### src/rtl/shared_reg_arbiter_pkg.sv
// Shared types and constants for the round-robin register-write arbiter.
package shared_reg_arbiter_pkg;

  typedef enum logic [1:0] {
    IDLE  = 2'd0,
    GRANT = 2'd1,
    DONE  = 2'd2
  } state_t;

  localparam int DEF_NREQ  = 4;
  localparam int DEF_WIDTH = 8;

  function automatic int idx_w(input int n);
    return (n > 1) ? $clog2(n) : 1;
  endfunction

endpackage

### src/rtl/shared_reg_arbiter_reg_bank.sv
// Single WIDTH-bit storage register with write-enable and async active-low clear.
module reg_bank
  import shared_reg_arbiter_pkg::*;
#(
  parameter int WIDTH = DEF_WIDTH
) (
  input  logic             clk,
  input  logic             reset_n,
  input  logic             we,
  input  logic [WIDTH-1:0] d,
  output logic [WIDTH-1:0] q
);

  always_ff @(posedge clk or negedge reset_n) begin
    if (!reset_n) begin
      q <= '0;
    end else if (we) begin
      q <= d;
    end
  end

endmodule

### src/rtl/shared_reg_arbiter.sv
// Round-robin arbiter that serialises NREQ requesters onto one shared register,
// one committed write every three cycles.
module shared_reg_arbiter
  import shared_reg_arbiter_pkg::*;
#(
  parameter int NREQ  = DEF_NREQ,
  parameter int WIDTH = DEF_WIDTH
) (
  input  logic                  clk,
  input  logic                  reset_n,
  input  logic [NREQ-1:0]       req,
  input  logic [NREQ*WIDTH-1:0] wdata,
  output logic [NREQ-1:0]       gnt,
  output logic [NREQ-1:0]       ack,
  output logic [WIDTH-1:0]      q,
  output logic                  busy
);

  localparam int IW = idx_w(NREQ);

  state_t          state;
  logic [IW-1:0]   last;
  logic [IW-1:0]   win;
  logic [IW-1:0]   pick;
  logic [IW-1:0]   cand;
  logic            found;
  logic            we;
  logic [WIDTH-1:0] wr_data;

  function automatic logic [NREQ-1:0] onehot(input logic [IW-1:0] i);
    logic [NREQ-1:0] v;
    v    = '0;
    v[i] = 1'b1;
    return v;
  endfunction

  // Search starts just past the last committed winner so every active requester gets a turn.
  always_comb begin
    pick  = last;
    cand  = '0;
    found = 1'b0;
    for (int k = 1; k <= NREQ; k++) begin
      cand = IW'((int'(last) + k) % NREQ);
      if (!found && req[cand]) begin
        pick  = cand;
        found = 1'b1;
      end
    end
  end

  always_comb begin
    wr_data = '0;
    for (int i = 0; i < NREQ; i++) begin
      if (win == IW'(i)) begin
        wr_data = wdata[i*WIDTH +: WIDTH];
      end
    end
  end

  // The write only happens if the winner still holds its request in GRANT.
  assign we   = (state == GRANT) && req[win];
  assign busy = (state != IDLE);

  always_ff @(posedge clk or negedge reset_n) begin
    if (!reset_n) begin
      state <= IDLE;
      last  <= IW'(NREQ - 1);
      win   <= '0;
      gnt   <= '0;
      ack   <= '0;
    end else begin
      ack <= '0;
      case (state)
        IDLE: begin
          if (|req) begin
            win   <= pick;
            gnt   <= onehot(pick);
            state <= GRANT;
          end
        end
        GRANT: begin
          gnt <= '0;
          if (req[win]) begin
            ack   <= onehot(win);
            last  <= win;
            state <= DONE;
          end else begin
            state <= IDLE;
          end
        end
        DONE: begin
          state <= IDLE;
        end
        default: begin
          gnt   <= '0;
          state <= IDLE;
        end
      endcase
    end
  end

  reg_bank #(.WIDTH(WIDTH)) u_bank (
    .clk     (clk),
    .reset_n (reset_n),
    .we      (we),
    .d       (wr_data),
    .q       (q)
  );

endmodule

### config.mk
export PLATFORM = sky130hd
export DESIGN_NAME = shared_reg_arbiter
export DESIGN_NICKNAME = d
export VERILOG_FILES = /design/src/rtl/shared_reg_arbiter_pkg.sv /design/src/rtl/shared_reg_arbiter_reg_bank.sv /design/src/rtl/shared_reg_arbiter.sv
export SDC_FILE = /design/constraint.sdc
export NUM_CORES = 1
export LEC_CHECK = 0
export ABC_CLOCK_PERIOD_IN_PS = 3400
export BUFFER_PORTS_ARGS = -buffer_cell sky130_fd_sc_hd__buf_2
export CAP_MARGIN = 5
export CORE_MARGIN = 1
export CORE_UTILIZATION = 40
export CTS_BUF_LIST = sky130_fd_sc_hd__clkbuf_4 sky130_fd_sc_hd__clkbuf_8
export CTS_CLUSTER_DIAMETER = 30
export DETAILED_ROUTE_END_ITERATION = 12
export HOLD_SLACK_MARGIN = 0.06
export PLACE_DENSITY = 0.7
export RECOVER_POWER = 25
export SLEW_MARGIN = 5
export SYNTH_ARGS = -nofsm -noshare
export SYNTH_HDL_FRONTEND = slang
export SYNTH_SLANG_ARGS = --single-unit
### constraint.sdc
create_clock -name clk -period 3.4 [get_ports clk]
set_input_delay 0.34 -clock clk [delete_from_list [all_inputs] [get_ports clk]]
set_output_delay 0.34 -clock clk [all_outputs]
set_load 0.01 [all_outputs]
# Word-level counts from Yosys, hierarchy flattened
# Index checks and enable logic that the tools add are counted.
classes:
  addsub: 4
  order_cmp: 8
  n_eq_ne: 6
  mux: 32
  bitwise: 1
  n_reduce_logical: 16
ops:
  columns: ["cell", "n"]
  rows:
  - ["$mux W8", 4]
  - ["$lt A2 B3 Y1 const B", 6]
  - ["$mux W2", 6]
  - ["$mux W4", 3]
  - ["$bmux W1 S2", 5]
  - ["$mux W1", 10]
  - ["$pmux W4 S2", 1]
  - ["$eq A2 B2 Y1 const B", 3]
  - ["$logic_and A1 B1 Y1", 6]
  - ["$reduce_and A2 Y1", 3]
  - ["$add A2 B1 Y2 const B", 2]
  - ["$add A2 B2 Y2 const B", 2]
  - ["$demux W1 S2", 2]
  - ["$eq A2 B1 Y1 const B", 2]
  - ["$ge A2 B1 Y1 const B", 2]
  - ["$logic_not A2 Y1", 2]
  - ["$pmux W2 S2", 1]
  - ["$reduce_or A4 Y1", 1]
  - ["$logic_not A1 Y1", 3]
  - ["$ne A2 B2 Y1 const B", 1]
  - ["$reduce_bool A2 Y1", 1]
  - ["$not A1 Y1", 1]
totals:
  reg_bits: 22
  inputBits: 38
  out_inout_bits: 17
  elab_cells: 73

# Longest topological paths before layout
# Gate-level depths: netlist of the first run.
logic_depth:
  ltp_word: 19
  ltp_mapped: 6

# By module
# From an unflattened synthesis of the first run, not the netlist that was laid out.
hier_totals:
  hier_cells: 81
  area_unflattened_um2: 1164.9
modules_own_cells:
  columns: ["module", "instances", "cells_per_inst", "area_per_inst_um2", "seq_area_each_um2"]
  rows:
  - ["shared_reg_arbiter", 1, 64, 833.3, 352.8]
  - ["reg_bank", 1, 17, 331.6, 200.2]

# Least setup slack after synthesis of the first run
# OpenSTA, ideal clock, no wires.
synth_path:
  path_kind: "register -> register"
  start: "register win[0]"
  end: "register u_bank.q[0]"
  setup_time_ps: 125
  arrival_ps: 1449
  slack_ps: 1826
  path_stages_with_launch: 5
  n_path_buf: 1
  cell_sequence: "dfrtp_1 buf_6 mux4_2 nand2_4 mux2_2"
synth_between:
  elab_chain_len: 5
  elab_cells_between_ends: 11
  cone_classes: "eq/ne: 3; mux: 6; reduce/logical: 2"
synth_lines:
  columns: ["element", "line_no", "source"]
  rows:
  - ["start, declared", "shared_reg_arbiter.sv:23", "logic [IW-1:0] win;"]
  - ["start signal, assigned", "shared_reg_arbiter.sv:76", "win <= pick;"]
  - ["$logic_not A2 Y1", "shared_reg_arbiter.sv:54", "if (win == IW'(i)) begin"]
  - ["$mux W8 (4 in a row)", "shared_reg_arbiter.sv:54", null]
  - ["end signal, assigned", "shared_reg_arbiter_reg_bank.sv:16", "q <= '0;"]
  - ["end signal, assigned", "shared_reg_arbiter_reg_bank.sv:18", "q <= d;"]
  - ["end, declared", "shared_reg_arbiter_reg_bank.sv:11", "output logic [WIDTH-1:0] q"]
# Several ways; a longest one is shown, not always the timed one. The select of a mux whose other input is x is not followed.
# A chain may end at the register's enable or synchronous reset.

# Final worst setup path of the first run
layout_path:
  start: "register win[0]"
  end: "register u_bank.q[6]"
# Same word-level chain as after synthesis.

==> flow_metrics.py, run 1 <==
metrics = {
    "synthesis": {
        "synth_top_family_by_area": "multiplexers",
        "synth_compound_area_share_pct": 7.90,
        "synth-simple-area-share_pct": 12.5,
        "synth_common_cells": "dfrtp_1, mux2_2, mux4_1, nand2_1",
        "synth_xor_xnor_area_share_pct": 0,
        "syn_inst": 89,
        "ys_seq_area_share_pct": 46.6,
        "synth_cell_types": 33,
        "synth_area_mm2": 0.00119,
        "ys_ff_latch": 22,
        "yosysWarnings": 0,
        "async_flop_share_pct": 100,
        "synth_nets": 127,
        "yosysMostFrequentCell": "dfrtp_1",
        "synth_area_per_cell_um2": 13.3,
        "synth_area_leaders": "dfrtp_1, mux4_1, mux2_2",
        "synth_top_area_cell": "dfrtp_1",
        "synth.area.mux_share_pct": 27.8,
        "synthAdderAreaFrac_pct": 0,
        "synth_top_cell_area_share_pct": 42.1,
        "synth_edf_count": 0,
        "ys.flop_type": "dfrtp_1",
    },
    "detailed_routing": {
        "routed_via_density": 5.53,
        "dr.pass1.iters": 4,
        "wirelength_mm": 2.58,
        "drtIter0Drc": 27,
        "vias": 967,
        "ant_nets": 0,
        "wire_per_inst_um": 14.8,
        "remaining_drc_errors": 0,
    },
    "layout": {
        "antennaDiodeCount": 0,
        "nFillCells": 249,
        "layout.nets": 183,
        "layout-drive-gt1-share_pct": 50.7,
        "area_delta_synth_final_pct": 26.2,
    },
    "setup_path": {
        "worstRegToRegCells": 3,
        "critPathCaptureType": "flop",
        "start_kind": "flop",
        "crit_cells": 3,
        "cp.arrival_ns": 2.23,
        "cp_max_fo": 15,
        "path_delay_family": "multiplexers",
        "r2r-start": "win[0]$_DFFE_PN0P_",
        "max_stage_delay_ns": 0.77,
        "path_cells": "mux4_2, nand2_4, mux2_2",
        "worstPathRequired_ns": 3.59,
        "critical_path_class": "flop to flop",
        "rr_endpoint": "u_bank.q[6]$_DFFE_PN0N_",
        "crit_buf_inv": 0,
        "crit_slowest_cell": "dfrtp_1",
        "reg2reg_slack_ns": 1.36,
    },
    "clocking": {
        "clk_pin_slew_ns": 0.13,
        "cts-htree-levels": 1,
        "clk_path_buf_depth": 2,
        "cts_tree": "yes",
        "cts_buffers": 3,
        "clk-insertion-delay-late_ns": 0.30,
        "cts_resized": 0,
        "clockRootBuffer": "clkbuf_4",
        "clock-sinks": 22,
    },
    "pwr": {
        "total_power_mw": 1.24,
        "ir_drop_mv": 0.530,
        "power_density_mw_per_mm2": 827,
        "p_leak_nw": 0.760,
    },
    "sta": {
        "slew_violations": 0,
        "fin_crit_ns": 2.04,
        "fmax_mhz": 490,
        "slew_headroom_pct": 21.3,
        "fin_skew_ns": 0.0140,
        "tightest_slew_ns": 1.18,
        "totalNegativeSetupSlack_ns": 0,
        "setup_viol": 0,
        "hold_viol_final": 0,
        "fin_crit_sh_pct": 60.0,
        "rsz0062_at_grt": "no",
    },
    "floorplan": {
        "core-area_mm2": 0.00278,
        "die_area_mm2": 0.00319,
        "row_count": 19,
        "start_util_pct": 42.7,
        "io_pins": 55,
        "die_x_um": 56.5,
        "die_h_um": 56.5,
    },
    "hold_path": {
        "worstHoldEndpoint": "ack[2]$_DFF_PN0_",
        "hold_path_startpoint": "req[2]",
        "hold_path_depth": 3,
        "hold_path_class": "input port to flop",
    },
    "global_route": {
        "met1_usage_pct": 24.1,
        "grt_overflow": 0,
        "grt_use_met2_pct": 27.1,
        "busiest_layer": "met2",
        "grt_max_degree": 23,
        "grt_pass1_wl_mm": 4.21,
        "grt_use_met3_pct": 3.69,
        "antenna_found_initial": 0,
        "grt_pass1_vias": 966,
        "track_usage_pct": 16.8,
    },
    "place": {
        "port_buffers": 54,
        "gp_congestion": 0.719,
        "dp_hpwl_mm": 1.93,
    },
    "run": {
        "max_cap_viol_count": 0,
    },
    "status": {
        "status": "completed",
    },
}
## metal layers
layer | vias up | routed length [um] | part of all wire, %
met5 | - | 0 | 0
met4 | 0 | 0 | 0
met3 | 0 | 188 | 7.3
met2 | 41 | 1170 | 45
met1 | 478 | 1220 | 47
li1 | 448 | - | -
## area by class of cell
| class | count | area [um^2] | share of cell area, % |
|---|---|---|---|
| clock buffers | 4 | 36.3 | 2.42 |
| inverters | 5 | 18.8 | 1.25 |
| multi-input cells | 58 | 573 | 38.2 |
| flip-flops and latches | 22 | 553 | 36.9 |
| well taps | 31 | 38.8 | 2.59 |
| repair buffers | 55 | 279 | 18.6 |
## kinds of logic after synthesis
logic type	count (synthesis)
mux	18
simple gates	27
flops	22
compound gates	13
buf+inv	9
## stage by stage
stage	cells	instance area [um^2]	setup WS, ns	util (%)	hold slack, ns
after floorplan	89	1190	1.83	-	0.0444
after global placement	170	1450	1.44	52.3	0.316
after detailed placement	170	1450	1.38	52.3	0.336
after CTS	175	1500	1.36	53.9	0.287
after global routing	175	1500	1.25	53.9	0.293
final	175	1500	1.36	53.9	0.301
## timing repair
action                                 in CTS  in global routing
buffers inserted                            0                  0
hold buffers                                1                  0
endpoints found under the hold margin      20                  0
## power breakdown
part,total (mW),internal [mW],leakage [nW],switching [mW]
registers,0.514,0.387,0.274,0.127
logic,0.585,0.318,0.465,0.267
clock network,0.141,0.0652,0.0210,0.0760
## worst min-delay path: stages
cell and delay (ns):
buf_2 0.13, nand2_1 0.06, nor3_1 0.04
## sequential cells by signal (all words and copies together), names as in the netlist
signal and cells:
win 2, last 2, gnt 4, ack 4, u_bank.q 8, state 2
## layout by cell type (no fill, tap or decap)
cell and instances:
buf_2 53, dfrtp_1 20, mux2_2 9, nand2_1 7
mux4_1 7, inv_1 4, nor2_1 4, nand2b_1 3
o2bb2ai_1 3, clkbuf_4 3, nor3_1 2, a21oi_1 2
mux4_2 2, a22o_1 2, nand3_1 2, dfstp_2 2
nor4b_1 1, or2_2 1, nor2b_1 1, and4_1 1
nor4_1 1, or2_0 1, a211oi_1 1, o21ai_0 1
nand2_4 1, a32oi_1 1, and3b_1 1, a31oi_1 1
a21o_1 1, inv_2 1, and3_1 1, o21ai_1 1
clkbuf_8 1, dlygate4sd3_1 1, clkbuf_1 1
## worst max path at each step
stage                             startpoint                      end  slack [ns]
after floorplan           win[0]$_DFFE_PN0P_  u_bank.q[0]$_DFFE_PN0N_        1.83
after global placement    win[0]$_DFFE_PN0P_  u_bank.q[5]$_DFFE_PN0N_        1.44
after detailed placement  win[0]$_DFFE_PN0P_  u_bank.q[6]$_DFFE_PN0N_        1.38
after CTS                 win[0]$_DFFE_PN0P_  u_bank.q[6]$_DFFE_PN0N_        1.36
after global routing      win[0]$_DFFE_PN0P_  u_bank.q[3]$_DFFE_PN0N_        1.25
final                     win[0]$_DFFE_PN0P_  u_bank.q[6]$_DFFE_PN0N_        1.36
Note: power is estimated with default switching activity, not from simulation.
==> run 2, diff against run 1 <==
--- a/config.mk
+++ b/config.mk
@@ -5,7 +5,7 @@
 export SDC_FILE = /design/constraint.sdc
 export NUM_CORES = 1
 export LEC_CHECK = 0
-export ABC_CLOCK_PERIOD_IN_PS = 3400
+export ABC_CLOCK_PERIOD_IN_PS = 2100
 export BUFFER_PORTS_ARGS = -buffer_cell sky130_fd_sc_hd__buf_2
 export CAP_MARGIN = 5
 export CORE_MARGIN = 1
==> constraint.sdc (replaced) <==
create_clock -name clk -period 2.1 [get_ports clk]
set_input_delay 0.21 -clock clk [delete_from_list [all_inputs] [get_ports clk]]
set_output_delay 0.21 -clock clk [all_outputs]
set_load 0.01 [all_outputs]
==> run 2 against run 1 <==
Final cell count up 1.1%; combinational power up 79%; sequential power up 46%; maximum frequency is 21% higher; register-to-register slack worse by 0.95 ns; largest power group unchanged; die area is the same; clock-buffer cell count is the same; global-route usage about the same; first-iteration DRC count down 15%; wire length down 1.7%; clock power up 60%; sequential share of layout area fell by 0.37 points.
==> flow_metrics.py, run 2 (synthesis results as in run 1) <==
metrics = {
    "clocking": {
        "cts-htree-levels": 1,
        "clk_path_buf_depth": 2,
        "clk_pin_slew_ns": 0.11,
        "clock-sinks": 22,
        "clockRootBuffer": "clkbuf_4",
        "cts_buffers": 3,
        "cts_resized": 0,
        "cts_tree": "yes",
        "clk-insertion-delay-late_ns": 0.30,
    },
    "sta": {
        "slew_violations": 0,
        "totalNegativeSetupSlack_ns": 0,
        "fin_skew_ns": 0.00633,
        "fin_ws_ns": 0.413,
        "rsz0062_at_grt": "no",
        "slew_headroom_pct": 23.3,
        "fin_crit_ns": 1.69,
        "hold_viol_final": 0,
        "tightest_slew_ns": 1.15,
        "fmax_mhz": 593,
        "fin_crit_sh_pct": 80.3,
        "setup_viol": 0,
    },
    "setup_path": {
        "path_cells": "nand2b_1, a21oi_1, a211oi_1, o21ai_0",
        "worstPathRequired_ns": 2.25,
        "cp_max_fo": 7,
        "critPathCaptureType": "flop",
        "critical_path_class": "flop to flop",
        "start_kind": "flop",
        "crit_slowest_cell": "dfstp_2",
        "reg2reg_slack_ns": 0.41,
        "max_stage_delay_ns": 0.60,
        "cp.arrival_ns": 1.84,
    },
    "detailed_routing": {
        "ant_nets": 0,
        "remaining_drc_errors": 0,
        "dr.pass1.iters": 4,
        "vias": 952,
        "routed_via_density": 5.38,
        "wirelength_mm": 2.54,
        "wire_per_inst_um": 14.3,
        "drtIter0Drc": 23,
    },
    "place": {
        "gp_congestion": 0.778,
        "port_buffers": 54,
        "pre_cts_ws_ns": 0.437,
        "dp_hpwl_mm": 1.99,
    },
    "layout": {
        "largest_reg_flops": 8,
        "nFillCells": 241,
        "regArea_um2": 553,
        "regMostFlops": "u_bank.q",
        "layout.nets": 185,
        "reg_top3": "u_bank.q x8, ack x4, gnt x4",
        "mostFrequentLayoutCells": "buf_2, dfrtp_1, mux2_2",
        "final_common_cell": "buf_2",
        "area_delta_synth_final_pct": 27.5,
        "antennaDiodeCount": 0,
        "multi_input_area_um2": 573,
        "layout-drive-gt1-share_pct": 51.4,
    },
    "global_route": {
        "track_usage_pct": 16.8,
        "grt_overflow": 0,
        "antenna_found_initial": 0,
        "grt_pass1_vias": 937,
        "grt_pass1_wl_mm": 4.23,
        "grt_max_degree": 23,
    },
    "pwr": {
        "power_density_mw_per_mm2": 1340,
        "total_power_mw": 2.03,
        "ir_drop_mv": 0.801,
        "p_leak_nw": 0.770,
    },
    "hold_path": {
        "hold_path_class": "input port to flop",
    },
    "floorplan": {
        "start_util_pct": 42.7,
        "die_h_um": 56.5,
        "row_count": 19,
        "die_x_um": 56.5,
        "core-area_mm2": 0.00278,
        "die_area_mm2": 0.00319,
        "io_pins": 55,
    },
    "run": {
        "max_cap_viol_count": 0,
    },
    "status": {
        "status": "completed",
    },
}
## run 2: cell count changes in the layout (fill, tap and decap cells not counted), sizes merged
cell  previous run  this run
buf             53        55
## run 2: area by class of cell
cell class	count	area share [%]
multi-input combinational	58	37.9
sequential	22	36.5
timing repair buffer	57	19.4
tap	31	2.56
clock buffer	4	2.40
inverter	5	1.24
## run 2: critical path, delay by kind of cell, from the launching register on
family           cells  cell delay, ns
AND/OR/NAND/NOR      1            0.15
flip-flops           1            0.60
AO/OA/AOI/OAI        3            0.80
## run 2: path summary, 6_finish.rpt
check / start / end / depth (start not counted)
max in group asynchronous: reset_n / ack[1]$_DFF_PN0_ / 2
setup / recovery: last[1]$_DFFE_PN1N_ / win[0]$_DFFE_PN0P_ / 4
hold reg to reg: gnt[3]$_DFFE_PN0P_ / gnt[3]$_DFFE_PN0P_ / 1
min in group asynchronous: reset_n / u_bank.q[2]$_DFFE_PN0N_ / 2
hold / removal: req[2] / ack[2]$_DFF_PN0_ / 3
setup reg to reg: last[1]$_DFFE_PN1N_ / win[0]$_DFFE_PN0P_ / 4
## run 2: layer usage
layer / up-vias / track usage (%) / share of wire, %
met5: - / 0 / 0
met4: 0 / 3.83 / 0
met3: 0 / 3.46 / 7.6
met2: 45 / 28.1 / 49
met1: 451 / 22.5 / 44
li1: 456 / - / -
## run 2: where the power goes
part,internal (mW),switching [mW],total (mW)
registers,0.629,0.120,0.749
logic,0.536,0.515,1.05
clock network,0.106,0.121,0.226
## run 2: timing repair
item / 4_1_cts / 5_1_grt
endpoints found under the hold margin: 20 / 0
hold buffers: 1 / 0
buffers inserted: 0 / 0
endpoints found under the setup margin: 0 / 0
## run 2: per-stage QoR
stage	hold slack [ns]	cell area [um^2]	instances	util (%)
after CTS	0.162	1520	177	54.5
after floorplan	-0.0856	1190	89	-
after detailed placement	0.202	1470	172	52.8
final	0.165	1510	177	54.4
after global routing	0.169	1510	177	54.4
after global placement	0.196	1470	172	52.8
==> run 3, diff against run 2 <==
--- a/config.mk
+++ b/config.mk
@@ -5,7 +5,7 @@
 export SDC_FILE = /design/constraint.sdc
 export NUM_CORES = 1
 export LEC_CHECK = 0
-export ABC_CLOCK_PERIOD_IN_PS = 2100
+export ABC_CLOCK_PERIOD_IN_PS = 1800
 export BUFFER_PORTS_ARGS = -buffer_cell sky130_fd_sc_hd__buf_2
 export CAP_MARGIN = 5
 export CORE_MARGIN = 1
==> constraint.sdc (replaced) <==
create_clock -name clk -period 1.8 [get_ports clk]
set_input_delay 0.18 -clock clk [delete_from_list [all_inputs] [get_ports clk]]
set_output_delay 0.18 -clock clk [all_outputs]
set_load 0.01 [all_outputs]
==> run 3 against run 2 <==
First-iteration DRC count up 35%; non-clock buffer count up 1; sequential power up 17%; final cell count up 0.56%.
==> flow_metrics.py, run 3 (synthesis results as in run 1) <==
metrics = {
    "status": {
        "status": "completed",
    },
    "setup_path": {
        "reg2reg_slack_ns": 0.15,
        "critical_path_class": "flop to flop",
        "cp.arrival_ns": 1.86,
        "worstPathRequired_ns": 2.01,
        "cp_max_fo": 10,
        "path_cells": "buf_4, mux4_1, mux2_2",
        "start_kind": "flop",
        "max_stage_delay_ns": 0.57,
        "path_delay_family": "multiplexers",
        "crit_buf_inv": 1,
        "crit_slowest_cell": "mux4_1",
        "rr_endpoint": "u_bank.q[7]$_DFFE_PN0N_",
        "r2r-start": "win[0]$_DFFE_PN0P_",
        "critPathCaptureType": "flop",
        "worstRegToRegCells": 3,
    },
    "layout": {
        "nFillCells": 261,
        "antennaDiodeCount": 0,
        "regMostFlops": "u_bank.q",
        "layout-drive-gt1-share_pct": 51.7,
        "reg_top3": "u_bank.q x8, ack x4, gnt x4",
        "layout.nets": 186,
        "instances_no_fill": 178,
        "final_common_cell": "buf_2",
        "area_delta_synth_final_pct": 29.5,
        "final_area_mm2": 0.00154,
        "mostFrequentLayoutCells": "buf_2, dfrtp_1, mux2_2",
        "largest_reg_flops": 8,
    },
    "pwr": {
        "ir_drop_mv": 1.10,
        "power_density_mw_per_mm2": 1620,
        "total_power_mw": 2.49,
        "p_leak_nw": 0.782,
    },
    "place": {
        "pre_cts_ws_ns": 0.150,
        "gp_congestion": 0.800,
        "dp_hpwl_mm": 2.04,
        "dp.cells": 173,
        "postPlaceCellArea_mm2": 0.00148,
        "port_buffers": 54,
    },
    "global_route": {
        "grt_max_degree": 23,
        "grt_overflow": 0,
        "grt_pass1_vias": 1009,
        "antenna_found_initial": 0,
        "grt_pass1_wl_mm": 4.35,
        "track_usage_pct": 17.6,
    },
    "floorplan": {
        "die_x_um": 56.5,
        "die_h_um": 56.5,
        "row_count": 19,
        "die_area_mm2": 0.00319,
        "io_pins": 55,
        "core-area_mm2": 0.00278,
        "start_util_pct": 42.7,
    },
    "sta": {
        "tightest_slew_ns": 1.17,
        "slew_violations": 0,
        "fin_crit_ns": 1.65,
        "totalNegativeSetupSlack_ns": 0,
        "hold_viol_final": 0,
        "fin_skew_ns": 0.00741,
        "fin_ws_ns": 0.147,
        "fin_crit_sh_pct": 91.8,
        "setup_viol": 0,
        "slew_headroom_pct": 22.0,
        "fmax_mhz": 605,
        "rsz0062_at_grt": "no",
    },
    "clocking": {
        "clock-sinks": 22,
        "cts_tree": "yes",
        "post-cts-setup-buffers": 0,
        "cts-htree-levels": 1,
        "clk_pin_slew_ns": 0.13,
        "clockRootBuffer": "clkbuf_4",
        "clk_path_buf_depth": 2,
        "cts_buffers": 3,
        "clk-insertion-delay-late_ns": 0.31,
    },
    "hold_path": {
        "hold_path_depth": 3,
        "worstHoldEndpoint": "ack[2]$_DFF_PN0_",
        "hold_path_class": "input port to flop",
        "hold_path_startpoint": "req[2]",
    },
    "detailed_routing": {
        "ant_nets": 0,
        "wire_per_inst_um": 14.7,
        "wirelength_mm": 2.61,
        "dr.pass1.iters": 4,
        "routed_via_density": 5.50,
        "drtIter0Drc": 31,
        "remaining_drc_errors": 0,
        "vias": 979,
    },
    "run": {
        "max_cap_viol_count": 0,
    },
}
[run 3: layout make-up]
| type | count | area, um^2 | share of cell area (%) |
|---|---|---|---|
| clock inverter | 1 | 30.0 | 1.95 |
| inverter | 5 | 18.8 | 1.22 |
| tap | 31 | 38.8 | 2.52 |
| multi-input combinational | 58 | 573 | 37.3 |
| clock buffer | 3 | 22.5 | 1.46 |
| timing repair buffer | 58 | 302 | 19.6 |
| sequential | 22 | 553 | 36.0 |
[run 3: worst max-delay path by stage]
stage	startpoint	cells past startpoint	endpoint	slack, ns
after floorplan	win[0]$_DFFE_PN0P_	4	u_bank.q[0]$_DFFE_PN0N_	0.23
after global routing	win[0]$_DFFE_PN0P_	3	u_bank.q[7]$_DFFE_PN0N_	0.08
after detailed placement	win[0]$_DFFE_PN0P_	3	u_bank.q[7]$_DFFE_PN0N_	0.15
final	win[0]$_DFFE_PN0P_	3	u_bank.q[7]$_DFFE_PN0N_	0.15
after global placement	win[0]$_DFFE_PN0P_	3	u_bank.q[7]$_DFFE_PN0N_	0.20
after CTS	win[0]$_DFFE_PN0P_	3	u_bank.q[7]$_DFFE_PN0N_	0.13
[run 3: metal layers]
metal,part of all wire (%),wire (um),track usage (%),vias up
met5,0,0,0,-
met4,0,0,4.18,0
met3,8.2,214,4.84,0
met2,48,1260,29.7,44
met1,44,1140,22.4,480
li1,-,-,-,455
[run 3: report_power, final]
part	switching, mW	total, mW	internal (mW)
clock network	0.156	0.381	0.225
logic	0.594	1.23	0.641
registers	0.145	0.879	0.734
total	0.894	2.49	1.60
[run 3: worst min-delay path, cell delays in order]
cell and delay [ns]:
buf_2 0.13, nand2_1 0.06, nor3_1 0.04
[run 3: metrics by stage]
step	hold slack (ns)	utilization (%)
CTS	0.0934	55.3
finish	0.114	55.3
detailed placement	0.174	53.1
global placement	0.163	53.1
floorplan	-0.116	-
global route	0.0883	55.3
[run 3: repair_timing]
item                                   CTS  global route
hold buffers                             1             0
resized for setup                        0             0
endpoints found under the hold margin   20             0
